**src/rtl/tick_scheduler_pkg.sv**
```systemverilog
// Shared constants, channel state encoding and elaboration-time helpers
// for the tick scheduler and its round-robin arbiter.
package tick_sched_pkg;

  localparam int DEF_NCH      = 4;
  localparam int DEF_CNT_W    = 8;
  localparam int DEF_TICK_DIV = 50_000_000;

  typedef enum logic {
    CH_IDLE = 1'b0,
    CH_RUN  = 1'b1
  } ch_state_e;

  function automatic int clog2(input int value);
    int r;
    r = 0;
    for (int v = value - 1; v > 0; v = v >> 1) r++;
    return r;
  endfunction

  // Counter/index width for 'count' states, never narrower than one bit.
  function automatic int width_of(input int count);
    return (clog2(count) < 1) ? 1 : clog2(count);
  endfunction

endpackage

```
**src/rtl/tick_scheduler_rr_arbiter.sv**
```systemverilog
// Round-robin arbiter: one grant per cycle, searching from a rotating
// pointer that moves just past the last granted requester.
module rr_arbiter import tick_sched_pkg::*; #(
  parameter int N = DEF_NCH
) (
  input  logic         clk,
  input  logic         rst,
  input  logic [N-1:0] req,
  output logic [N-1:0] grant,
  output logic         valid
);

  localparam int PW  = width_of(N);
  localparam int PW1 = PW + 1;

  logic [PW-1:0] ptr;
  logic [PW-1:0] sel;
  logic [PW:0]   idx;

  always_comb begin
    grant = '0;
    valid = 1'b0;
    sel   = ptr;
    idx   = '0;
    for (int i = 0; i < N; i++) begin
      idx = {1'b0, ptr} + PW1'(i);
      if (idx >= PW1'(N)) idx = idx - PW1'(N);
      if (!valid && req[idx[PW-1:0]]) begin
        valid               = 1'b1;
        grant[idx[PW-1:0]]  = 1'b1;
        sel                 = idx[PW-1:0];
      end
    end
  end

  always_ff @(posedge clk or posedge rst) begin
    if (rst) begin
      ptr <= '0;
    end else if (valid) begin
      if (int'(sel) == N - 1) ptr <= '0;
      else                    ptr <= sel + 1'b1;
    end
  end

endmodule

```
**src/rtl/tick_scheduler.sv**
```systemverilog
// Shared timebase: one prescaler produces a tick every TICK_DIV enabled
// cycles; NCH channels are loaded round-robin and count ticks down to done.
module tick_scheduler import tick_sched_pkg::*; #(
  parameter int TICK_DIV = DEF_TICK_DIV,
  parameter int NCH      = DEF_NCH,
  parameter int CNT_W    = DEF_CNT_W
) (
  input  logic                 clk,
  input  logic                 rst,
  input  logic                 en,
  input  logic [NCH-1:0]       req,
  input  logic [NCH*CNT_W-1:0] ticks,
  input  logic [NCH-1:0]       cancel,
  output logic [NCH-1:0]       ack,
  output logic [NCH-1:0]       busy,
  output logic [NCH-1:0]       done,
  output logic                 tick
);

  localparam int              PS_W    = width_of(TICK_DIV);
  localparam logic [PS_W-1:0] PS_LAST = PS_W'(TICK_DIV - 1);

  function automatic logic [CNT_W-1:0] sat_dec(input logic [CNT_W-1:0] v);
    return (v == '0) ? '0 : v - 1'b1;
  endfunction

  logic [PS_W-1:0]  ps_cnt;
  logic [PS_W-1:0]  ps_next;
  ch_state_e        state      [NCH];
  ch_state_e        state_next [NCH];
  logic [CNT_W-1:0] cnt        [NCH];
  logic [CNT_W-1:0] cnt_next   [NCH];
  logic [CNT_W-1:0] load_val;
  logic [NCH-1:0]   ack_next;
  logic [NCH-1:0]   done_next;
  logic [NCH-1:0]   eligible;
  logic [NCH-1:0]   grant;
  logic             grant_vld;

  // Prescaler: tick is registered so it lands in the cycle holding TICK_DIV-1
  always_comb ps_next = (ps_cnt == PS_LAST) ? '0 : ps_cnt + 1'b1;

  always_ff @(posedge clk or posedge rst) begin
    if (rst) begin
      ps_cnt <= '0;
      tick   <= 1'b0;
    end else begin
      tick <= en && (ps_next == PS_LAST);
      if (en) ps_cnt <= ps_next;
    end
  end

  // Arbitration: a channel is only offered once it is idle and its ack has cleared
  assign eligible = req & ~busy & ~ack & ~cancel;

  rr_arbiter #(.N(NCH)) u_arb (
    .clk   (clk),
    .rst   (rst),
    .req   (eligible),
    .grant (grant),
    .valid (grant_vld)
  );

  // Countdown bank: cancel beats completion beats load
  always_comb begin
    load_val  = '0;
    ack_next  = '0;
    done_next = '0;
    for (int i = 0; i < NCH; i++) begin
      state_next[i] = state[i];
      cnt_next[i]   = cnt[i];
      load_val      = ticks[i*CNT_W +: CNT_W];
      if (state[i] == CH_RUN) begin
        if (cancel[i]) begin
          state_next[i] = CH_IDLE;
          cnt_next[i]   = '0;
        end else if (tick) begin
          if (cnt[i] <= CNT_W'(1)) begin
            state_next[i] = CH_IDLE;
            cnt_next[i]   = '0;
            done_next[i]  = 1'b1;
          end else begin
            cnt_next[i] = sat_dec(cnt[i]);
          end
        end
      end else if (grant_vld && grant[i]) begin
        ack_next[i] = 1'b1;
        if (load_val == '0) begin
          done_next[i] = 1'b1;
        end else begin
          state_next[i] = CH_RUN;
          cnt_next[i]   = load_val;
        end
      end
    end
  end

  always_ff @(posedge clk or posedge rst) begin
    if (rst) begin
      ack  <= '0;
      done <= '0;
      for (int i = 0; i < NCH; i++) begin
        state[i] <= CH_IDLE;
        cnt[i]   <= '0;
      end
    end else begin
      ack  <= ack_next;
      done <= done_next;
      for (int i = 0; i < NCH; i++) begin
        state[i] <= state_next[i];
        cnt[i]   <= cnt_next[i];
      end
    end
  end

  always_comb begin
    busy = '0;
    for (int i = 0; i < NCH; i++) busy[i] = (state[i] == CH_RUN);
  end

endmodule

```
**config.mk**
```make
export PLATFORM = sky130hd
export DESIGN_NAME = tick_scheduler
export DESIGN_NICKNAME = d
export VERILOG_FILES = /design/src/rtl/tick_scheduler_pkg.sv /design/src/rtl/tick_scheduler_rr_arbiter.sv /design/src/rtl/tick_scheduler.sv
export SDC_FILE = /design/constraint.sdc
export NUM_CORES = 1
export LEC_CHECK = 0
export ABC_CLOCK_PERIOD_IN_PS = 7800
export CELL_PAD_IN_SITES_DETAIL_PLACEMENT = 1
export CELL_PAD_IN_SITES_GLOBAL_PLACEMENT = 1
export CORE_MARGIN = 2
export CORE_UTILIZATION = 30
export CTS_CLUSTER_SIZE = 20
export DETAILED_ROUTE_END_ITERATION = 8
export PLACE_DENSITY = 0.67
export RECOVER_POWER = 100
export REMOVE_ABC_BUFFERS = 1
export SYNTH_ARGS = -nofsm -noshare
export SYNTH_HDL_FRONTEND = slang
export SYNTH_SLANG_ARGS = --single-unit
```
**constraint.sdc**
```tcl
create_clock -name clk -period 7.8 [get_ports clk]
set_input_delay 0.78 -clock clk [delete_from_list [all_inputs] [get_ports clk]]
set_output_delay 0.78 -clock clk [all_outputs]
set_load 0.03 [all_outputs]
```
==> run summary <==
================================================================================
Period utilisation layout                                                 61.72%
Crit-path max FO                                                              73
Buffering stage count on the worst path with inverters included                3
Yosys warnings                                                                 0
Number of vias after detailed routing                                       4862
TritonCTS clock tree                                                        done
Number of detailed-routing iterations run before antenna repair                4
Total area of sequential cells                                          1827 µm²
Post-route ant nets                                                            0
Combinational family with the most area after synthesis             compound AO/OA/AOI/OAI gates
Util after Layout                                                         36.02%
Overall die width                                                       137.9 µm
Post-layout total power                                                 2.010 mW
Clock buffers created by TritonCTS                                             9
Final Instance Count excl. Fillers                                           881
Critical path required time                                              7280 ps
Pin count of the biggest net entering global routing                          74
Family with the most delay on the worst path                        buffers and inverters
Placer congestion estimate                                                0.8462
Slowest library cell on the worst path                              sky130_fd_sc_hd__clkbuf_1
Instance count after placement with tap cells included                       868
Average size of a mapped cell                                          8.857 µm²
Fraction of the mapped netlist area in compound gates                     26.27%
Vias/cell                                                                  5.519
Clock-pin transition on the worst setup and hold timing paths              60 ps
WHS Endpoint                                                          ps_cnt[24]
Cell variety after synth                                                      63
Failing checks                                                      capacitance limit, slew limit
Number of flops mapped to enable cells by yosys                                0
Setup skew after layout                                                 5.376 ps
Half-perimeter wire length after detailed placement                     11050 µm
First-iteration detailed-routing DRC count                                   246
Clock tree buffer depth                                                        2
Setup crit end kind                                                    async pin
RSZ-0062 raised after global routing                                       false
Later-pin clock latency in the skew report                                340 ps
Clock root buffer master                                            sky130_fd_sc_hd__clkbuf_16
Row count                                                                     48
Die Outline Area                                                       19010 µm²
Height of the die                                                       137.9 µm
Destination of the worst register-to-register timing path                 cnt[7]
Depth of the most critical reg-to-reg path                                     9
Share of synthesized area spent on multiplexers                           4.631%
Element type at the critical path start                                input pin
Total clock sinks                                                             73
Final Setup Violations                                                         0
Cell accounting for the most synthesized area                       sky130_fd_sc_hd__dfrtp_1
Number of standard cells after synthesis                                     607
GRT Resource Usage Total                                                  16.79%
Worst R2R Start                                                     u_arb.ptr[0]
Outcome                                                             finished with violations
Overall overflow remaining after global route                                  0
Ys async rst share                                                        100.0%
Worst path cell trace                                               dlygate4sd3_1, clkinv_1, clkbuf_1
Sum Neg Setup Slack                                                         0 ps
Kind of critical path                                               input pin to async pin
Max-Cap Viols                                                                  1
Post-CTS setup buffer count                                                    0
Post-route DRC violation count                                                 0
Hold Path Class                                                     register to register
F_max                                                                  207.7 MHz
Share of cells above drive strength 1                                     6.707%
Most used DFF post-synth                                            sky130_fd_sc_hd__dfrtp_1
Endpoint arrival time on the critical path                               4290 ps
Crit path time final                                                     4814 ps
Net count reported at finish                                                 718
Area of the multi-input gates                                           3168 µm²
Vias in the first global route                                              5120
Origin of the worst min-delay path                                    ps_cnt[24]
WL per Instance                                                         17.17 µm
Delay of the slowest cell on the worst path                              2890 ps
Area share of fa/ha/maj cells after synthesis                             4.887%
H-tree depth reported by CTS                                                   3
Area fraction of the dominant cell type after synthesis                   33.98%
Post-cts sizing count                                                          0
Total core area                                                        17420 µm²
Number of buffers added on ports                                              55
Hold slack                                                              485.0 ps
Simple-gate area share of the yosys netlist                               21.62%
Layout fillers                                                              2063
Max_slew headroom                                                        -175.5%
Number of antenna violations at the first check in global routing              0
Static power due to leakage                                             2.553 nW
Slew Limit Fails                                                              74
Starting Density                                                          30.87%
Post-synthesis sequential element count                                       73
Final hold vios                                                                0
Final wirelength                                                        15120 µm
Largest cells by area after synthesis                               sky130_fd_sc_hd__dfrtp_1 (34%), sky130_fd_sc_hd__ha_1 (4.9%), sky130_fd_sc_hd__o21ai_0 (4.0%)
Slew at the pin with the worst max-slew slack                            4133 ps
Area growth from synthesis to layout                                      16.69%
Maximum vdd ir drop                                                    0.1241 mV
Wire length of the first global-routing pass                            25630 µm
Cell area after technology mapping                                      5376 µm²
I/O pin total                                                                 56
Total of hold buffers inserted after clock tree synthesis                      0
Register-to-Register Setup Slack                                         3580 ps
Xor/xnor cell area share of the yosys netlist                             3.258%
Number of diodes                                                               0
Cell area power density                                             320.4 nW/µm²
Cell depth of the worst hold path                                              1
Part of the Yosys area used for sequential elements                       33.98%
================================================================================
## cell families (layout without fill, tap and decap cells)
kind of cell    after synthesis  in the layout
mux                          19             19
buf+inv                      70            119
compound gates              186            186
fa+ha+maj                    21             21
flops                        73             73
simple gates                218            218
xor+xnor                     20             20
## report_power, final
group          total, mW  switching, mW  internal [mW]  leakage, nW
sequential         0.672          0.165          0.507        0.909
clock              0.377          0.159          0.219        0.124
combinational      0.961          0.533          0.427         1.52
total               2.01          0.857           1.15         2.55
## layout make-up
cell class / instances / share of cell area [%]
Inverter: 48 / 2.872
Timing Repair Buffer: 58 / 9.015
Sequential cell: 73 / 29.12
Clock buffer: 12 / 3.929
Multi-Input combinational cell: 464 / 50.50
Clock inverter: 1 / 0.07978
Tap cell: 225 / 4.487
## metrics by stage
stage	worst slack [ps]	instance area [µm²]
2_1_floorplan	4788	5269
3_5_place_dp	3850	6123
5_1_grt	2018	6274
6_report	2986	6274
3_3_place_gp	4039	6123
4_1_cts	4239	6375
## worst max path at each step
stage,start,to,slack [ps],cells after the start
floorplan,cancel[1],cnt[4],4790,7
global placement,cancel[3],cnt[7],4040,8
detailed placement,cancel[2],cnt[6],3850,8
CTS,cancel[2],cnt[6],4240,8
global route,rst,ps_cnt[1],2020,3
finish,rst,cnt[2],2990,3
## metal layers
metal	wire (µm)	part of all wire, %	up-vias	GRT usage, %
li1	-	-	2351	-
met1	6921	46	2410	21.02
met2	7508	50	86	29.62
met3	509	3.4	15	2.449
met4	184	1.2	0	5.442
met5	0	0	-	0
## state kept, by name, indices dropped and copies added (netlist names)
signal     count
u_arb.ptr      2
cnt           32
done           4
ps_cnt        26
ack            4
busy           4
tick           1
## cell usage in the layout, fill, tap and decap left out, drive strengths merged, types with 13 or more instances in the layout
master / instances
xnor2: 16
nor2: 40
clkbuf: 14
nand2: 49
a21oi: 13
o21ai: 54
a221o: 13
and2: 14
inv: 46
clkdlybuf4s50: 39
nor3: 16
nand3: 28
dlygate4sd3: 16
dfrtp: 73
o31ai: 15
ha: 21
## cell usage after synthesis (15+ instances only)
| library cell | n |
|---|---|
| sky130_fd_sc_hd__dfrtp_1 | 73 |
| sky130_fd_sc_hd__nand2_1 | 49 |
| sky130_fd_sc_hd__inv_1 | 47 |
| sky130_fd_sc_hd__o21ai_0 | 43 |
| sky130_fd_sc_hd__nor2_1 | 36 |
| sky130_fd_sc_hd__nand3_1 | 28 |
| sky130_fd_sc_hd__ha_1 | 21 |
| sky130_fd_sc_hd__clkbuf_1 | 16 |
| sky130_fd_sc_hd__nor3_1 | 16 |
| sky130_fd_sc_hd__xnor2_1 | 16 |
| sky130_fd_sc_hd__o31ai_1 | 15 |
## worst reg2reg max path: stages, from the launching register on
cell	delay (ps)
sky130_fd_sc_hd__dfrtp_1	630
sky130_fd_sc_hd__inv_1	300
sky130_fd_sc_hd__ha_1	460
sky130_fd_sc_hd__inv_1	130
sky130_fd_sc_hd__mux4_2	650
sky130_fd_sc_hd__nor2_1	180
sky130_fd_sc_hd__a32oi_1	120
sky130_fd_sc_hd__o41a_2	160
sky130_fd_sc_hd__o21ai_0	1130
sky130_fd_sc_hd__mux2_4	360
No activity file was read; power rests on OpenSTA's default activity.
